File: config.mk
export PLATFORM = sky130hd
export DESIGN_NAME = fanout_fork_eager
export DESIGN_NICKNAME = d
export VERILOG_FILES = /design/src/rtl/fanout_pkg.sv /design/src/rtl/fanout_tok_counter.sv /design/src/rtl/fanout_fork_eager.sv
export SDC_FILE = /design/constraint.sdc
export NUM_CORES = 1
export LEC_CHECK = 0
export BUFFER_PORTS_ARGS = -buffer_cell sky130_fd_sc_hd__buf_4
export CORE_MARGIN = 4
export CORE_UTILIZATION = 25
export CTS_BUF_LIST = sky130_fd_sc_hd__clkbuf_4
export CTS_CLUSTER_DIAMETER = 120
export DETAILED_ROUTE_END_ITERATION = 12
export GPL_TIMING_DRIVEN = 1
export PLACE_DENSITY = 0.62
export SKIP_LAST_GASP = 1
export SYNTH_ARGS = -nofsm -noshare
export SYNTH_HDL_FRONTEND = slang
export SYNTH_HIERARCHICAL = 1
export SYNTH_SLANG_ARGS = --single-unit
File: constraint.sdc
create_clock -name clk -period 1.7 [get_ports clk]
set_input_delay 0.17 -clock clk [delete_from_list [all_inputs] [get_ports clk]]
set_output_delay 0.17 -clock clk [all_outputs]
set_load 0.005 [all_outputs]
File: src/rtl/fanout_pkg.sv
// fanout_pkg: shared defaults and mask type for the fanout fork
package fanout_pkg;
  localparam int FANOUT_NUM_OUT_DEF = 9;
  localparam int FANOUT_DATA_W_DEF  = 32;
  localparam int FANOUT_CNT_W_DEF   = 16;
  typedef logic [FANOUT_NUM_OUT_DEF-1:0] fanout_mask_t;
endpackage

File: src/rtl/fanout_tok_counter.sv
// fanout_tok_counter: saturating token counter with clear priority over increment
module fanout_tok_counter
  import fanout_pkg::*;
#(
  parameter int CNT_W = FANOUT_CNT_W_DEF
) (
  input  logic             clk,
  input  logic             reset,
  input  logic             clr,
  input  logic             inc,
  output logic [CNT_W-1:0] cnt
);
  // count up on inc, stick at all-ones, clear or reset wins
  always_ff @(posedge clk)
    cnt <= (reset | clr) ? '0 : (inc & ~&cnt) ? cnt + 1'b1 : cnt;
endmodule

File: src/rtl/fanout_fork_eager.sv
// fanout_fork_eager: broadcast one valid/ready stream to NUM_OUT branches; FANOUT_EAGER_EN selects eager (per-branch delivery tracking) over lazy (all-at-once) fork
module fanout_fork_eager
  import fanout_pkg::*;
#(
  parameter int NUM_OUT = FANOUT_NUM_OUT_DEF,
  parameter int DATA_W  = FANOUT_DATA_W_DEF,
  parameter int CNT_W   = FANOUT_CNT_W_DEF
) (
  input  logic               clk,
  input  logic               reset,
  input  logic               in_valid,
  input  logic [DATA_W-1:0]  in_data,
  output logic               in_ready,
  input  logic [NUM_OUT-1:0] en,
  input  logic [NUM_OUT-1:0] sel,
  output logic [NUM_OUT-1:0] out_valid,
  output logic [DATA_W-1:0]  out_data,
  input  logic [NUM_OUT-1:0] out_ready,
  output logic [NUM_OUT-1:0] pending,
  input  logic               cnt_clr,
  output logic [CNT_W-1:0]   tok_cnt
);
  logic [NUM_OUT-1:0] active;
  logic               accept;
  assign active   = en & sel;
  assign out_data = in_data;
  assign accept   = in_valid & in_ready;
`ifdef FANOUT_EAGER_EN
  logic [NUM_OUT-1:0] done;
  // token leaves once every active branch has taken it or takes it now
  always_comb begin
    in_ready  = &(~active | done | out_ready);
    out_valid = {NUM_OUT{in_valid}} & active & ~done;
    pending   = in_valid ? (active & ~done) : '0;
  end
  // remember which branches already took the token until it is accepted
  always_ff @(posedge clk)
    done <= (reset | accept) ? '0 : done | (out_valid & out_ready);
`else
  // all active branches must be ready together, so they fire in one cycle
  always_comb begin
    in_ready  = &(~active | out_ready);
    out_valid = {NUM_OUT{in_valid & in_ready}} & active;
    pending   = in_valid ? active : '0;
  end
`endif
  fanout_tok_counter #(.CNT_W(CNT_W)) u_cnt (
    .clk  (clk),
    .reset(reset),
    .clr  (cnt_clr),
    .inc  (accept),
    .cnt  (tok_cnt)
  );
endmodule

==> metrics.md <==
| Metric | Value |
|---|---|
| Fmax achieved | 630 MHz |
| Worst r2r path cells | 6 |
| Family with the most delay on the worst path | compound AO/OA/AOI/OAI gates |
| GRT Overall Usage | 11.6% |
| Req. time, crit path | 1860 ps |
| Pin slew with the least headroom to its limit | 612 ps |
| Sw frac | 25.5% |
| Critical-path top delay cell | dfxtp_1 |
| Arr. time, crit path | 1750 ps |
| Die area | 6330 µm² |
| CP Capture Type | flip-flop |
| CP Launch Type | flip-flop |
| Post-synth EDFFs | 0 |
| Critical path depth | 6 |
| Max cap viols | 0 |
| Die span in x | 79.6 µm |
| PwrDens | 413 nW/µm² |
| Crit path largest cell delay | 350 ps |
| Io pins | 130 |
| Hold WC Path Type | input pin to flip-flop |
| Most common cell after layout, fill and taps aside | buf_4 |
| CP cell instances | ha_2, and4_4, nand4_1, buf_4, o311ai_0, o41ai_1 |
| Clock-pin slew on the worst setup and hold paths | 100 ps |
| # DRC | 0 |
| GP Congestion | 0.756 |
| Hold Path Cell Cnt | 3 |
| Initial antenna violation count | 0 |
| Num CTS Buffers | 3 |
| Total gr overflow | 0 |
| First drt pass iteration count | 4 |
| WS Path Type | flip-flop to flip-flop |
| Detailed Place HPWL | 2950 µm |
| Fin crit share | 93.3% |
| Post-Syn Area | 1280 µm² |
| Largest net degree at the start of global routing | 12 |
| Skew final | 8.82 ps |
| Worst Path Buf+Inv | 1 |
| Fraction of power consumed by sequential logic | 49.7% |
| Worst-path fanout max | 7 |
| Largest Register | u_cnt/cnt |
| Max-slew violation count | 0 |
| Clock sinks | 16 |
| Root Driver | clkbuf_4 |
| Flip-flop count of the largest register after layout | 16 |
| Synth Warn # | 6 |
| Seq/Total Area, Yosys | 25.0% |
| Async set-reset flop share out of synthesis | 0% |
| Clock network fraction of total power | 27.8% |
| Via count | 1363 |
| Crit path time final | 1590 ps |
| # setup viols final | 0 |
| Ant diodes | 0 |
| TritonCTS clock tree | done |
| Syn Nets | 226 |
| Switching pwr | 193 µW |
| Synthesized area per cell | 7.90 µm² |
| Final instance area | 1830 µm² |
| First-pass GRT wire length | 5980 µm |
| Combinational share of power | 22.5% |
| Final hold violation count | 0 |
| Initial Util | 26.4% |
| Via/cell ratio | 4.75 |
| ANT nets after route | 0 |
| Seq cells post-synth | 16 |
| Die Span Y | 79.6 µm |
| Max rail drop VDD | 0.192 mV |
| Buffers on Ports | 65 |
| Relative slew slack | 59.0% |
| Area growth, synth to finish | 42.9% |
| Row count | 25 |
| Leak Pwr | 0.802 nW |
| CORE AREA | 4850 µm² |
| Layout cells sized above 1 | 50.0% |
| Netlist cell types | 36 |
| Synthesized instance count | 162 |
| Area after DPL | 1770 µm² |
| Final layout net count | 285 |
| Final WL | 3680 µm |
| Internal Power | 563 µW |
| Clk_lat worst skew | 290 ps |
| Number of global-route vias before repair | 1265 |
| Largest regs | u_cnt/cnt (16) |
| Status | finished clean |
| Clock H-tree levels | 1 |
| Wirelength per Cell | 12.8 µm |
| Bufs on Longest Clock Path | 2 |
| Dominant synthesized flop cell | dfxtp_1 |
| Final core occ | 37.7% |
| Final WS setup | 113 ps |
| Commonest cells after routing, fill and taps aside | 88 x buf_4, 16 x nand2_1, 13 x nor2_1, 13 x dfxtp_1, 8 x and3_1 |
| Pre-CTS setup slack | -250 ps |
| Starting DRT DRC Count | 82 |
-- timing repair --
| item | 4_1_cts | 5_1_grt |
|---|---|---|
| setup buffers | 1 | 1 |
| endpoints found under the setup margin | 1 | 10 |
| pin swaps | 1 | 2 |
| endpoints found under the hold margin | 0 | 0 |
| resized for setup | 1 | 6 |
| hold buffers | 0 | 0 |
-- worst reg2reg max path, stage by stage (launching register included) --
cell and delay (ps):
dfxtp_1 350, ha_2 220, and4_4 250, nand4_1 90
buf_4 170, o311ai_0 260, o41ai_1 120
-- routing by layer --
metal	track usage, %	routed length, µm	vias up
li1	-	-	694
met1	14.8	1580	638
met2	19.4	1880	25
met3	1.13	182	6
met4	5.50	41	0
met5	0	0	-
-- area by class of cell --
cell class,count,area (µm²)
Clock buffer,3,22.5
Clock inverter,1,3.75
Tap cell,67,83.8
Fill cell,532,3020
Sequential cell,16,324
Timing Repair Buffer,88,661
Multi-Input combinational cell,109,723
Inverter,3,11.3
-- worst paths after layout --
check	start	endpoint	slack, ps
max	u_cnt/cnt[0]$_SDFFE_PP0P_	u_cnt/cnt[14]$_SDFFE_PP0P_	110
min	reset	u_cnt/cnt[9]$_SDFFE_PP0P_	150
max reg2reg	u_cnt/cnt[0]$_SDFFE_PP0P_	u_cnt/cnt[14]$_SDFFE_PP0P_	110
min reg2reg	u_cnt/cnt[10]$_SDFFE_PP0P_	u_cnt/cnt[10]$_SDFFE_PP0P_	500
-- power by group through the flow --
stage / registers [mW] / clock network, mW / logic (mW)
after floorplan: 0.385 / 0 / 0.119
after global placement: 0.385 / 0 / 0.168
after detailed placement: 0.385 / 0 / 0.171
after CTS: 0.376 / 0.224 / 0.171
after global routing: 0.376 / 0.240 / 0.187
final: 0.376 / 0.210 / 0.170
-- synthesized netlist by cell type (2+ instances only) --
cell / instances / area, µm²
nand2_1: 16 / 60.1
o31ai_1: 4 / 30.0
o41ai_1: 4 / 35.0
nor2_1: 13 / 48.8
and2_1: 2 / 12.5
and3_2: 2 / 15.0
nor3_1: 2 / 10.0
o21ai_0: 5 / 25.0
or2_2: 2 / 12.5
and3_1: 9 / 56.3
a31oi_1: 2 / 12.5
nand3_1: 6 / 30.0
nand4_1: 5 / 31.3
and4_1: 4 / 35.0
buf_4: 32 / 240
or3_1: 2 / 12.5
dfxtp_1: 16 / 320
or4_1: 4 / 30.0
inv_1: 3 / 11.3
a21oi_1: 7 / 35.0
o311ai_0: 4 / 35.0
nand3b_1: 4 / 30.0
-- cells by family (layout without fill, tap and decap cells) --
kind of cell               count (synthesis)  count (layout)  share of synthesized area [%]
AOI/OAI and AO/OA                         32              32                           18.6
DFF                                       16              16                           25.0
xor gates and xnor gates                   1               1                          0.684
buffers and inverters                     37              95                           20.3
and+or+nand+nor                           75              75                           34.4
adders and majority gates                  1               1                          0.977
-- metrics by stage --
step	hold slack, ps	instances	setup TNS [ps]	power (mW)
2_1_floorplan	344	162	-89.3	0.504
3_3_place_gp	340	281	-928	0.553
3_5_place_dp	340	281	-1350	0.555
4_1_cts	144	286	0	0.771
5_1_grt	158	287	-0.0899	0.804
6_report	146	287	0	0.756
Power figures use the tool's default switching activity.
